`src/rtl/three_way_traffic_pkg.sv`:
```
// Purpose : shared lamp codes, FSM state encoding and state-to-lamp decode for the junction controller.
// Latency : n/a (types and a pure function only).
// Backpressure: n/a.
package three_way_traffic_pkg;

   // One-hot lamp codes, bit order {R,Y,G}
   localparam logic [2:0] RED = 3'b100;
   localparam logic [2:0] YEL = 3'b010;
   localparam logic [2:0] GRN = 3'b001;

   // Six fixed phases plus the optional all-red clearance; encoding 3'd7 is unused
   typedef enum logic [2:0] {
      ST_S1     = 3'd0,
      ST_S2     = 3'd1,
      ST_S3     = 3'd2,
      ST_S4     = 3'd3,
      ST_S5     = 3'd4,
      ST_S6     = 3'd5,
      ST_ALLRED = 3'd6
   } state_t;

   // Four signal heads packed for a single-expression decode
   typedef struct packed {
      logic [2:0] m1;
      logic [2:0] m2;
      logic [2:0] mt;
      logic [2:0] s;
   } lamps_t;

   // Map a state to the four heads; anything unexpected shows all red
   function automatic lamps_t state_lamps(input state_t st);
      lamps_t l;
      l = '{m1: RED, m2: RED, mt: RED, s: RED};
      case (st)
         ST_S1:   l = '{m1: GRN, m2: GRN, mt: RED, s: RED};
         ST_S2:   l = '{m1: GRN, m2: YEL, mt: RED, s: RED};
         ST_S3:   l = '{m1: GRN, m2: RED, mt: GRN, s: RED};
         ST_S4:   l = '{m1: YEL, m2: RED, mt: YEL, s: RED};
         ST_S5:   l = '{m1: RED, m2: RED, mt: RED, s: GRN};
         ST_S6:   l = '{m1: RED, m2: RED, mt: RED, s: YEL};
         default: l = '{m1: RED, m2: RED, mt: RED, s: RED};
      endcase
      return l;
   endfunction

endpackage

```
`src/rtl/three_way_traffic_ctrl_dwell_timer.sv`:
```
// Purpose : dwell counter for the current phase; flags the last cycle of the phase.
// Latency : o_done is combinational from the count; count updates every rising edge.
// Backpressure: none, free-running; i_clr forces the count back to zero.
module tlc_dwell_timer #(
   parameter int W = 3
) (
   input  logic         clk,
   input  logic         reset,
   input  logic         i_clr,
   input  logic [W-1:0] i_limit,
   output logic         o_done
);

   logic [W-1:0] r_cnt;

   // Last cycle of the phase when the count reaches limit-1 (limit is always >= 1)
   assign o_done = (r_cnt == (i_limit - W'(1)));

   // Count up, wrapping to zero at the end of a phase or on a forced clear
   always_ff @(posedge clk or negedge reset) begin
      if (!reset)
         r_cnt <= '0;
      else if (i_clr || o_done)
         r_cnt <= '0;
      else
         r_cnt <= r_cnt + W'(1);
   end

endmodule

```
`src/rtl/three_way_traffic_ctrl.sv`:
```
// Purpose : fixed-time six-phase controller for a three-way junction (M1, M2, MT, S heads);
//           TLC_ALL_RED_EN inserts an all-red clearance after S4 and after S6.
// Latency : lamps decode the state register directly; each phase holds for its dwell in edges.
// Backpressure: none, no inputs besides clock and reset.
module three_way_traffic_ctrl
   import three_way_traffic_pkg::*;
#(
   parameter int T_MAIN   = 7,
   parameter int T_TURN   = 5,
   parameter int T_SIDE   = 3,
   parameter int T_YEL    = 2,
   parameter int T_ALLRED = 1
) (
   input  logic       clk,
   input  logic       reset,
   output logic [2:0] light_M1,
   output logic [2:0] light_M2,
   output logic [2:0] light_MT,
   output logic [2:0] light_S
);

   localparam int T_MAX0 = (T_MAIN > T_TURN) ? T_MAIN : T_TURN;
   localparam int T_MAX1 = (T_MAX0 > T_SIDE) ? T_MAX0 : T_SIDE;
   localparam int T_MAX2 = (T_MAX1 > T_YEL)  ? T_MAX1 : T_YEL;
   localparam int T_MAX  = (T_MAX2 > T_ALLRED) ? T_MAX2 : T_ALLRED;
   localparam int W      = $clog2(T_MAX + 1);

   state_t       r_state;
   logic         r_ar_to_side;   // all-red phase is followed by S5 (1) or S1 (0)
   logic [W-1:0] w_limit;
   logic         w_done;
   logic         w_clr;
   lamps_t       w_lamps;

   // Dwell length of the phase currently held in the state register
   always_comb begin
      w_limit = W'(1);
      case (r_state)
         ST_S1:     w_limit = W'(T_MAIN);
         ST_S2:     w_limit = W'(T_YEL);
         ST_S3:     w_limit = W'(T_TURN);
         ST_S4:     w_limit = W'(T_YEL);
         ST_S5:     w_limit = W'(T_SIDE);
         ST_S6:     w_limit = W'(T_YEL);
         ST_ALLRED: w_limit = W'(T_ALLRED);
         default:   w_limit = W'(1);
      endcase
   end

   // Flag encodings that should never be held so the FSM and timer restart cleanly
   always_comb begin
      w_clr = 1'b0;
      case (r_state)
         ST_S1, ST_S2, ST_S3, ST_S4, ST_S5, ST_S6: w_clr = 1'b0;
`ifdef TLC_ALL_RED_EN
         ST_ALLRED: w_clr = 1'b0;
`endif
         default:   w_clr = 1'b1;
      endcase
   end

   tlc_dwell_timer #(.W(W)) u_timer (
      .clk     (clk),
      .reset   (reset),
      .i_clr   (w_clr),
      .i_limit (w_limit),
      .o_done  (w_done)
   );

   // Phase sequencer: advance when the dwell expires, recover to S1 from any stray encoding
   always_ff @(posedge clk or negedge reset) begin
      if (!reset) begin
         r_state      <= ST_S1;
         r_ar_to_side <= 1'b0;
      end else if (w_clr) begin
         r_state      <= ST_S1;
         r_ar_to_side <= 1'b0;
      end else if (w_done) begin
         case (r_state)
            ST_S1: r_state <= ST_S2;
            ST_S2: r_state <= ST_S3;
            ST_S3: r_state <= ST_S4;
`ifdef TLC_ALL_RED_EN
            ST_S4: begin
               r_state      <= ST_ALLRED;
               r_ar_to_side <= 1'b1;
            end
            ST_S5: r_state <= ST_S6;
            ST_S6: begin
               r_state      <= ST_ALLRED;
               r_ar_to_side <= 1'b0;
            end
            ST_ALLRED: r_state <= r_ar_to_side ? ST_S5 : ST_S1;
`else
            ST_S4: r_state <= ST_S5;
            ST_S5: r_state <= ST_S6;
            ST_S6: r_state <= ST_S1;
`endif
            default: r_state <= ST_S1;
         endcase
      end
   end

   // Moore decode straight from the state register
   assign w_lamps  = state_lamps(r_state);
   assign light_M1 = w_lamps.m1;
   assign light_M2 = w_lamps.m2;
   assign light_MT = w_lamps.mt;
   assign light_S  = w_lamps.s;

endmodule

```
`config.mk`:
```
export PLATFORM = sky130hd
export DESIGN_NAME = three_way_traffic_ctrl
export DESIGN_NICKNAME = d
export VERILOG_FILES = /design/src/rtl/three_way_traffic_pkg.sv /design/src/rtl/three_way_traffic_ctrl_dwell_timer.sv /design/src/rtl/three_way_traffic_ctrl.sv
export SDC_FILE = /design/constraint.sdc
export NUM_CORES = 1
export LEC_CHECK = 0
export CAP_MARGIN = 20
export CELL_PAD_IN_SITES_DETAIL_PLACEMENT = 1
export CELL_PAD_IN_SITES_GLOBAL_PLACEMENT = 2
export CORE_ASPECT_RATIO = 1.2
export CORE_MARGIN = 1.5
export CORE_UTILIZATION = 25
export DETAILED_ROUTE_END_ITERATION = 10
export GPL_ROUTABILITY_DRIVEN = 0
export PLACE_DENSITY = 0.73
export SYNTH_ARGS = -nofsm -noshare
export SYNTH_HDL_FRONTEND = slang
export SYNTH_HIERARCHICAL = 1
export SYNTH_SLANG_ARGS = --single-unit
```
`constraint.sdc`:
```
create_clock -name clk -period 2.85 [get_ports clk]
set_input_delay 0.285 -clock clk [delete_from_list [all_inputs] [get_ports clk]]
set_output_delay 0.285 -clock clk [all_outputs]
set_load 0.01 [all_outputs]
```
### Word-level counts from Yosys, hierarchy flattened

Index checks and enable logic that the tools add are counted.

| operators by class | value |
|---|---|
| add/sub/neg operators | 2 |
| eq/ne operators | 7 |
| mux-type cells | 7 |
| reduce and logical (&&, ||, !) cells | 4 |

Operator list:

| kind | count |
|---|---|
| 12-bit case mux with 6 select lines | 1 |
| 3-bit case mux with 5 select lines | 1 |
| 3-bit case mux with 4 select lines | 1 |
| 3-bit two-way mux | 3 |
| 3-bit by 2-bit == test with 1-bit output, second input constant | 2 |
| 3-bit == test, second input constant | 2 |
| 6-bit OR reduction | 1 |
| 3-bit by 1-bit adder with 3-bit output, second input constant | 1 |
| 3-bit by 1-bit == test with 1-bit output, second input constant | 1 |
| 3-bit == test | 1 |
| 3-bit zero test | 1 |
| 3-bit OR reduction | 1 |
| 3-bit by 1-bit subtractor with 3-bit output, second input constant | 1 |
| 2-bit by 1-bit inequality test with 1-bit output, second input constant | 1 |
| 1-bit logical OR | 1 |
| 1-bit two-way mux | 1 |

| word-level totals | value |
|---|---|
| flip-flop bits (word level) | 6 |
| bits of input ports | 2 |
| word-level logic and storage cells | 22 |

### Depth between registers and ports, before layout

Gate-level depths: netlist of run 1.

| logic depth | value |
|---|---|
| word-level depth | 7 |
| gate-level depth with buffers | 9 |

### Modules after synthesis

Netlist of run 1, hierarchy kept.

Modules (own cells, without submodules):

| module | times used | cells an instance | area an instance (sq um) | sequential area each (sq um) |
|---|---|---|---|---|
| tlc_dwell_timer | 1 | 19 | 224.0 | 75.1 |
| three_way_traffic_ctrl | 1 | 28 | 222.7 | 75.1 |

### Worst setup path before layout of run 1

No wires, ideal clock.

| timing path | value |
|---|---|
| kind | flip-flop to flip-flop |
| from | register r_state[2] |
| to | register r_state[1] |
| library setup time | 0.080 ns |
| arrival | 1.932 ns |
| required time | 2.770 ns |
| path slack | 0.838 ns |
| cell stages (with the launch flop) | 10 |
| buffers on the path | 1 |
| path through | dfrtp_1 buf_6 and2_1 nand2b_1 inv_1 ha_1 xnor3_1 and3_4 nand2_1 mux2i_1 |

| between the ends | value |
|---|---|
| longest elaborated chain between the ends | 6 |

RTL lines:

| element | RTL line | RTL |
|---|---|---|
| start: declaration | three_way_traffic_ctrl.sv:28 | `state_t r_state;` |
| start signal: assignment | three_way_traffic_ctrl.sv:73 | `r_state <= ST_S1;` |
| start signal: assignment | three_way_traffic_ctrl.sv:76 | `r_state <= ST_S1;` |
| start signal: assignment | three_way_traffic_ctrl.sv:80 | `ST_S1: r_state <= ST_S2;` |
| 3-bit == test, or another cell as far along | three_way_traffic_ctrl.sv:38 | `case (r_state)` |
| 3-bit OR reduction (no line) | - |  |
| 3-bit case mux with 4 select lines * | three_way_traffic_ctrl.sv:38 |  |
| net w_limit[0] | three_way_traffic_ctrl.sv:30 | `logic [W-1:0] w_limit;` |
| 3-bit by 1-bit subtractor with 3-bit output * | three_way_traffic_ctrl_dwell_timer.sv:17 | `assign o_done = (r_cnt == (i_limit - W'(1)));` |
| 3-bit == test * | three_way_traffic_ctrl_dwell_timer.sv:17 |  |
| net w_done | three_way_traffic_ctrl.sv:31 | `logic w_done;` |
| 2-bit by 1-bit inequality test with 1-bit output (no line) * | - |  |

The timed path passes the listed nets; every way through them passes the cells marked *. The select of a mux whose other input is x is not followed.
A chain may end at the register's enable or synchronous reset.

### Worst setup path in the final report of run 1

Same ends and word-level chain as after synthesis.

==> results of run 1 <==
-- sequential cells by signal (all words and copies together) (netlist names) --
register / count
u_timer/r_cnt: 3
r_state: 3
-- metal layers --
layer,global-route usage (%),vias to the layer above,part of all wire (%)
met5,0,-,0
li1,-,178,-
met4,9.68,0,0
met1,11.1,169,46
met2,15.1,6,51
met3,2.22,0,2.0
-- through the flow --
stage | setup slack (ps) | cell area [µm²] | hold WS, ps | total power [mW] | std cells
after global placement | 582 | 572 | 490 | 0.0896 | 74
final | 577 | 594 | 281 | 0.162 | 77
after CTS | 547 | 594 | 283 | 0.166 | 77
after global routing | 383 | 594 | 310 | 0.171 | 77
after floorplan | 838 | 447 | -10.6 | 0.0868 | 47
after detailed placement | 563 | 572 | 490 | 0.0896 | 74
-- layout make-up --
class                      instances  area share [%]
inverter                           3            1.89
clock buffer                       3            3.79
sequential                         6            25.3
tap                               18            3.79
multi-input combinational         34            43.4
timing repair buffer              13            21.9
-- worst paths after layout --
kind / start / end / cells past startpoint
setup / recovery: r_state[2] / r_state[1] / 8
hold / removal: reset / r_state[0] / 1
setup reg to reg: r_state[2] / r_state[1] / 8
hold reg to reg: u_timer/r_cnt[0] / u_timer/r_cnt[0] / 1
max in group asynchronous: reset / u_timer/r_cnt[0] / 1
min in group clk: u_timer/r_cnt[0] / u_timer/r_cnt[0] / 1
-- power breakdown --
group | internal, mW | switching [mW]
registers | 0.0856 | 0
logic | 0.00122 | 0.00145
clock network | 0.0473 | 0.0261
-- critical path, stage by stage (launching register included) --
cell	delay [ps]
dfrtp_1	500
and2_1	320
nand2b_1	170
inv_1	50
ha_1	290
xor2_1	280
and3_4	280
nand2_1	100
mux2i_1	150
-- kinds of logic (layout without fill, tap and decap cells) --
family	count (synthesis)	after routing	share of synthesized area [%]
AO/OA/AOI/OAI	2	2	3.36
flip-flops	6	6	33.6
adder cells (fa/ha/maj)	2	2	5.60
AND/OR/NAND/NOR	23	23	31.4
buffers and inverters	7	19	8.68
multiplexers	2	2	4.48
XOR/XNOR	5	5	12.9
-- cell usage after synthesis --
master / instances / share of area (%)
nor3b_2: 1 / 2.8
buf_2: 1 / 1.1
xor2_1: 3 / 5.9
inv_1: 2 / 1.7
nor2_1: 6 / 5.0
nand3b_1: 1 / 1.7
and3_4: 1 / 2.5
and2_1: 1 / 1.4
nor3b_1: 1 / 1.7
a21oi_1: 1 / 1.1
ha_1: 2 / 5.6
and3_1: 1 / 1.4
nand3_1: 1 / 1.1
dfrtp_1: 6 / 34
or2_4: 1 / 2.0
a32o_1: 1 / 2.2
xnor3_1: 1 / 5.0
xnor2_1: 1 / 2.0
buf_6: 1 / 2.5
clkbuf_1: 1 / 0.84
inv_2: 1 / 0.84
nor3_2: 1 / 2.2
mux2i_1: 2 / 4.5
nand2b_1: 4 / 5.6
nor3_1: 2 / 2.2
nand2_1: 2 / 1.7
buf_4: 1 / 1.7
==> metrics.md, run 1 <==
| Metric | Value |
|---|---|
| Flops & latches, synth | 6 |
| # Max-Cap Violations | 0 |
| Most frequent cells in the layout | clkdlybuf4s50_1 (13), nor2_1 (6), dfrtp_1 (6) |
| R2r setup slk | 580 ps |
| Die width | 41.6 µm |
| # fillers | 196 |
| Postcts setup bufs | 0 |
| Largest net degree at the start of global routing | 12 |
| Max clock buf depth | 2 |
| Register area share after synthesis | 33.6% |
| GRT Util Overall | 9.95% |
| Most common cell after layout, fill and taps aside | clkdlybuf4s50_1 |
| Hold Buf Count CTS | 0 |
| Final Setup Violations | 0 |
| Syn Nets | 51 |
| Die Y | 49.3 µm |
| Cts bufs inserted | 3 |
| Detail Placement HPWL | 681 µm |
| Ratio of cells with drive above 1 in the final layout | 13.6% |
| Power per cell area | 272 mW/mm² |
| Maximum VDD drop | 0.172 mV |
| Min Tclk post-route | 2270 ps |
| Htree depth | 1 |
| Post-route ant nets | 0 |
| DR pass1 iterations | 2 |
| I/O pins | 14 |
| Synthesized netlist cell count | 47 |
| Max Fclk | 440 MHz |
| Nets | 65 |
| CP arrival | 2390 ps |
| Syn. warnings | 6 |
| Vias in the first global route | 354 |
| Die area | 0.00205 mm² |
| Initial antenna violation count | 0 |
| Core ar. | 0.00166 mm² |
| Initial DRC count | 2 |
| Worst EP required | 2970 ps |
| First-pass GRT wire length | 1500 µm |
| DRC Markers | 0 |
| Multi-input logic area | 258 µm² |
| Setup TNS | 0 ps |
| Slew Limit Headroom | 79.1% |
| Flip-flop and latch area | 150 µm² |
| Mapped Area | 447 µm² |
| CP max FO | 11 |
| Mean Syn Cell Area | 9.50 µm² |
| CTS tree | built |
| Period utilization | 79.8% |
| Worst min path class | input port to async pin |
| Setup CP Type | flop to flop |
| DRT Wirelength | 836 µm |
| GRT overflow | 0 |
| Netlist cell types | 27 |
| Clock sink count | 6 |
| Initial Utilization | 26.9% |
| Worst-skew pair later-pin latency | 240 ps |
| Wire per inst | 10.9 µm |
| Final hold violation count | 0 |
| CP startpoint kind | flop |
| Reg clk slew, reported paths | 40 ps |
| Area growth syn-to-layout | 33.1% |
| # rows | 16 |
| Outcome | finished, final reports clean |
| Routed vias/inst | 4.58 |
| RSZ-0062 raised after global routing | no |
| # port buffers | 13 |
| Worst slew pin tran | 314 ps |
| ANT cells | 0 |
| Skew final | 1.76 ps |
| Lkg Pwr | 0.282 nW |
| Fin util | 35.8% |
| CTS Root Cell | clkbuf_4 |
| Post-CTS sizing | 0 |
| Total number of vias | 353 |
| CP Capture Type | flop |
| Number of max-slew violations in the final report | 0 |
No activity file was read; power rests on OpenSTA's default activity.
==> inputs of run 2 (changes only) <==
--- a/config.mk
+++ b/config.mk
@@ -10,10 +10,10 @@
 export CELL_PAD_IN_SITES_GLOBAL_PLACEMENT = 2
 export CORE_ASPECT_RATIO = 1.2
 export CORE_MARGIN = 1.5
-export CORE_UTILIZATION = 25
+export CORE_UTILIZATION = 23
 export DETAILED_ROUTE_END_ITERATION = 10
 export GPL_ROUTABILITY_DRIVEN = 0
-export PLACE_DENSITY = 0.73
+export PLACE_DENSITY = 0.71
 export SYNTH_ARGS = -nofsm -noshare
 export SYNTH_HDL_FRONTEND = slang
 export SYNTH_HIERARCHICAL = 1
==> constraint.sdc (replaced) <==
create_clock -name clk -period 2 [get_ports clk]
set_input_delay 0.2 -clock clk [delete_from_list [all_inputs] [get_ports clk]]
set_output_delay 0.2 -clock clk [all_outputs]
set_load 0.01 [all_outputs]
==> metrics.md, run 2 (same netlist as run 1, synthesis figures left out) <==
| Metric | Value |
|---|---|
| Htree depth | 1 (unchanged) |
| Routed vias/inst | 4.51 (was 4.58) |
| Hold slack final | 199 ps (was 281 ps) |
| Most common cell after layout, fill and taps aside | clkdlybuf4s50_1 (unchanged) |
| Slew Limit Headroom | 81.2% (was 79.1%) |
| DR pass1 iterations | 1 (was 2) |
| Total number of vias | 374 (was 353) |
| Worst-skew pair later-pin latency | 240 ps (about the same) |
| CP max FO | 4 (was 11) |
| Worst slew pin tran | 281 ps (was 314 ps) |
| Initial Utilization | 24.4% (was 26.9%) |
| GRT overflow | 0 (unchanged) |
| Setup CP Type | flop to flop (unchanged) |
| Initial antenna violation count | 0 (unchanged) |
| Multi-input logic area | 265 µm² (was 258 µm²) |
| Most frequent cells in the layout | clkdlybuf4s50_1 (12), nor2_1 (6), dfrtp_1 (6) (was clkdlybuf4s50_1 (13), nor2_1 (6), dfrtp_1 (6)) |
| CP startpoint kind | flop (unchanged) |
| Area growth syn-to-layout | 44.0% (was 33.1%) |
| Final Setup Violations | 0 (unchanged) |
| # fillers | 228 (was 196) |
| Setup TNS | 0 ps (unchanged) |
| Nets | 70 (was 65) |
| Wire per inst | 11.4 µm (was 10.9 µm) |
| Number of max-slew violations in the final report | 0 (unchanged) |
| Cts bufs inserted | 3 (unchanged) |
| GRT Util Overall | 10.0% (was 9.95%) |
| Critical Path Slowest Stage Cell | dfrtp_1 (unchanged) |
| Power per cell area | 367 mW/mm² (was 272 mW/mm²) |
| Flip-flop and latch area | 150 µm² (unchanged) |
| Worst min path class | input port to async pin (unchanged) |
| Clock sink count | 6 (unchanged) |
| # Max-Cap Violations | 0 (unchanged) |
| Die Y | 51.3 µm (was 49.3 µm) |
| Die area | 0.00222 mm² (was 0.00205 mm²) |
| R2r setup slk | 130 ps (was 580 ps) |
| RSZ-0062 raised after global routing | no (unchanged) |
| Leading registers by flop count | r_state x3, u_timer/r_cnt x3 (unchanged) |
| Max Fclk | 534 MHz (was 440 MHz) |
| Lkg Pwr | 0.328 nW (was 0.282 nW) |
| # rows | 17 (was 16) |
| Ratio of cells with drive above 1 in the final layout | 25.0% (was 13.6%) |
| Max clock buf depth | 2 (unchanged) |
| ANT cells | 0 (unchanged) |
| First-pass GRT wire length | 1610 µm (was 1500 µm) |
| Core ar. | 0.00183 mm² (was 0.00166 mm²) |
| Period utilization | 93.5% (was 79.8%) |
| Worst EP required | 2120 ps (was 2970 ps) |
| # port buffers | 13 (unchanged) |
| Initial DRC count | 0 (was 2) |
| CP Capture Type | flop (unchanged) |
| Die width | 43.2 µm (was 41.6 µm) |
| I/O pins | 14 (unchanged) |
| Hold Buf Count CTS | 0 (unchanged) |
| Reg clk slew, reported paths | 50 ps (was 40 ps) |
| CTS tree | built (unchanged) |
| Min Tclk post-route | 1870 ps (was 2270 ps) |
| DRC Markers | 0 (unchanged) |
| Vias in the first global route | 388 (was 354) |
| Maximum VDD drop | 0.259 mV (was 0.172 mV) |
| Skew final | 6.19 ps (was 1.76 ps) |
| Largest net degree at the start of global routing | 9 (was 12) |
| Final hold violation count | 0 (unchanged) |
| CTS Root Cell | clkbuf_4 (unchanged) |
| Post-route ant nets | 0 (unchanged) |
| Fin util | 35.2% (was 35.8%) |
| CP arrival | 1990 ps (was 2390 ps) |
| Outcome | finished, final reports clean (unchanged) |
| CP max stage delay | 390 ps (was 500 ps) |
| DRT Wirelength | 948 µm (was 836 µm) |
| Critical path, cell by cell | and2_4 -> nand2b_1 -> inv_1 -> ha_2 -> xor2_1 -> and3_4 -> nand2_2 -> mux2i_1 (was and2_1 -> nand2b_1 -> inv_1 -> ha_1 -> xor2_1 -> and3_4 -> nand2_1 -> mux2i_1) |
| Detail Placement HPWL | 747 µm (was 681 µm) |
==> run 2: layout make-up <==
| cell class | count | share of cell area, % |
|---|---|---|
| tap | 19 | 3.70 |
| clock buffer | 3 | 3.50 |
| inverter | 3 | 1.75 |
| sequential | 6 | 23.3 |
| timing repair buffer | 18 | 26.5 |
| multi-input combinational | 34 | 41.2 |
==> run 2: per-stage QoR <==
step	power, mW	cell area, µm²	instances	setup slack (ps)
2_1_floorplan	0.124	449	47	43.0
3_3_place_gp	0.128	606	79	59.8
3_5_place_dp	0.128	606	79	28.9
4_1_cts	0.241	628	82	15.3
5_1_grt	0.253	643	83	3.27
6_report	0.236	643	83	129
==> run 2: final timing paths <==
check                                 startpoint          endpoint  cells after the start
worst max-delay path                  r_state[2]        r_state[1]                      8
worst min-delay path                       reset  u_timer/r_cnt[2]                      1
worst max register to register        r_state[2]        r_state[1]                      8
worst min register to register  u_timer/r_cnt[0]  u_timer/r_cnt[0]                      1
max in group asynchronous                  reset        r_state[2]                      1
min in group clk                u_timer/r_cnt[0]  u_timer/r_cnt[0]                      1
==> run 2: repair_timing <==
| item | 4_1_cts | 5_1_grt |
|---|---|---|
| gates resized for setup | 0 | 3 |
| setup endpoints to repair | 0 | 3 |
| setup buffers | 0 | 1 |
| endpoints found under the hold margin | 0 | 0 |
==> run 2: critical path, delay by kind of cell (launching register included) <==
family / cells / cell delay [ps]
simple gates: 4 / 660
flops: 1 / 390
fa+ha+maj: 1 / 270
xor+xnor: 1 / 250
mux: 1 / 120
buf+inv: 1 / 70
==> run 2: where the power goes <==
part           internal [mW]  switching, mW  leakage, nW  total, mW
registers              0.122              0       0.0793      0.122
logic                0.00173        0.00231        0.235    0.00404
clock network         0.0678         0.0421       0.0138      0.110
==> run 2: layer usage <==
metal	track usage [%]	up-vias	part of all wire [%]
li1	-	190	-
met1	9.74	176	41
met2	17.9	8	53
met3	5.30	0	6.6
met4	3.03	0	0
met5	0	-	0
==> inputs of run 3 (changes only) <==
--- a/config.mk
+++ b/config.mk
@@ -14,6 +14,7 @@
 export DETAILED_ROUTE_END_ITERATION = 10
 export GPL_ROUTABILITY_DRIVEN = 0
 export PLACE_DENSITY = 0.71
+export REMOVE_ABC_BUFFERS = 1
 export SYNTH_ARGS = -nofsm -noshare
 export SYNTH_HDL_FRONTEND = slang
 export SYNTH_HIERARCHICAL = 1
==> metrics.md, run 3 (same netlist as run 1, synthesis figures left out) <==
| Metric | Value |
|---|---|
| Outcome | finished, final reports clean (unchanged) |
| Leading registers by flop count | r_state x3, u_timer/r_cnt x3 (unchanged) |
| Post-Layout Cell Count | 83 (unchanged) |
| Max clock buf depth | 2 (unchanged) |
| Hold slack final | 211 ps (was 199 ps) |
| Setup CP Type | flop to flop (unchanged) |
| Post-route ant nets | 0 (unchanged) |
| Most frequent cells in the layout | clkdlybuf4s50_1 (13), nor2_1 (6), buf_4 (5), dfrtp_1 (5) (was clkdlybuf4s50_1 (12), nor2_1 (6), dfrtp_1 (6)) |
| GRT overflow | 0 (unchanged) |
| Ratio of cells with drive above 1 in the final layout | 28.1% (was 25.0%) |
| I/O pins | 14 (unchanged) |
| Cts bufs inserted | 3 (unchanged) |
| Die Y | 51.3 µm (unchanged) |
| Hold Buf Count CTS | 0 (unchanged) |
| Slew Limit Headroom | 79.7% (was 81.2%) |
| Worst slew pin tran | 304 ps (was 281 ps) |
| Initial antenna violation count | 0 (unchanged) |
| Detail Placement HPWL | 767 µm (was 747 µm) |
| CP startpoint kind | flop (unchanged) |
| Vias in the first global route | 391 (was 388) |
| Max Fclk | 530 MHz (was 534 MHz) |
| Core ar. | 0.00183 mm² (unchanged) |
| Clock sink count | 6 (unchanged) |
| Initial Utilization | 24.4% (unchanged) |
| Die width | 43.2 µm (unchanged) |
| Initial DRC count | 3 (was 0) |
| Most common cell after layout, fill and taps aside | clkdlybuf4s50_1 (unchanged) |
| GRT Util Overall | 10.6% (was 10.0%) |
| # Max-Cap Violations | 0 (unchanged) |
| RR Startpoint | r_state[2] (unchanged) |
| DR pass1 iterations | 3 (was 1) |
| # port buffers | 13 (unchanged) |
| Maximum VDD drop | 0.254 mV (was 0.259 mV) |
| CP Capture Type | flop (unchanged) |
| # fillers | 229 (was 228) |
| Nets | 70 (unchanged) |
| Period utilization | 94.3% (was 93.5%) |
| DRC Markers | 0 (unchanged) |
| Reg clk slew, reported paths | 40 ps (was 50 ps) |
| Setup TNS | 0 ps (unchanged) |
| Final hold violation count | 0 (unchanged) |
| Skew final | 0.383 ps (was 6.19 ps) |
| Worst EP required | 2160 ps (was 2120 ps) |
| Largest net degree at the start of global routing | 9 (unchanged) |
| Htree depth | 1 (unchanged) |
| First-pass GRT wire length | 1690 µm (was 1610 µm) |
| DRT Wirelength | 964 µm (was 948 µm) |
| Power per cell area | 363 mW/mm² (was 367 mW/mm²) |
| Die area | 0.00222 mm² (unchanged) |
| Number of max-slew violations in the final report | 0 (unchanged) |
| Total number of vias | 376 (was 374) |
| Routed vias/inst | 4.53 (was 4.51) |
| RR Endpoint | r_state[1] (unchanged) |
| CTS tree | built (unchanged) |
| CP max FO | 4 (unchanged) |
| Wire per inst | 11.6 µm (was 11.4 µm) |
| Min Tclk post-route | 1890 ps (was 1870 ps) |
| Lkg Pwr | 0.310 nW (was 0.328 nW) |
| Worst min path class | input port to async pin (unchanged) |
| Inst Count DP | 79 (unchanged) |
| CP arrival | 2050 ps (was 1990 ps) |
| Final Setup Violations | 0 (unchanged) |
| CTS Root Cell | clkbuf_4 (unchanged) |
| R2r setup slk | 110 ps (was 130 ps) |
| # rows | 17 (unchanged) |
| Worst-skew pair later-pin latency | 240 ps (about the same) |
| ANT cells | 0 (unchanged) |
| Area growth syn-to-layout | 46.5% (was 44.0%) |
| Worst reg-to-reg path cell count | 8 (unchanged) |
run 3: worst max-delay path by stage:
| stage | slack (ps) | cells past startpoint | endpoint | startpoint |
|---|---|---|---|---|
| floorplan | -80 | 8 | r_state[2] | r_state[2] |
| global placement | 60 | 8 | r_state[1] | r_state[2] |
| detailed placement | 30 | 8 | r_state[1] | r_state[2] |
| CTS | 20 | 8 | r_state[1] | r_state[2] |
| global route | -6 | 8 | r_state[1] | r_state[1] |
| finish | 110 | 8 | r_state[1] | r_state[2] |
run 3: worst max-delay path: stages (launching register included):
cell and delay (ps):
dfrtp_1 390, and2_1 160, nand2b_4 140, inv_1 60, ha_2 180, xnor3_1 380
and3_4 220, nand2_2 90, mux2i_1 190
run 3: metal layers:
layer	track usage, %	part of all wire [%]
met5	0	0
met4	7.58	0
met3	2.12	2.6
met2	15.9	51
met1	13.3	46
run 3: per-stage QoR:
| stage | util [%] | cell area [µm²] | total power, mW | setup WS [ps] |
|---|---|---|---|---|
| 2_1_floorplan | - | 419 | 0.124 | -77.9 |
| 3_3_place_gp | 33.0 | 603 | 0.128 | 62.0 |
| 3_5_place_dp | 33.0 | 603 | 0.128 | 31.9 |
| 4_1_cts | 34.2 | 626 | 0.244 | 18.9 |
| 5_1_grt | 35.8 | 654 | 0.253 | -5.91 |
| 6_report | 35.8 | 654 | 0.237 | 115 |
run 3: final cells by class:
type                    count  area (µm²)  share of cell area (%)
multi-input cells          34         278                    42.4
repair buffers             18         168                    25.6
flip-flops and latches      6         151                    23.1
well taps                  19        23.8                    3.63
clock buffers               3        22.5                    3.44
inverters                   3        11.3                    1.72
run 3: repair_timing:
item,in CTS,in global routing
endpoints found under the hold margin,0,0
buffers inserted,0,1
resized for setup,0,5
endpoints found under the setup margin,0,2
run 3: report_power, final:
part	total (mW)	internal [mW]	switching, mW
Sequential	0.122	0.122	0
Clock	0.111	0.0679	0.0434
Combinational	0.00424	0.00173	0.00250
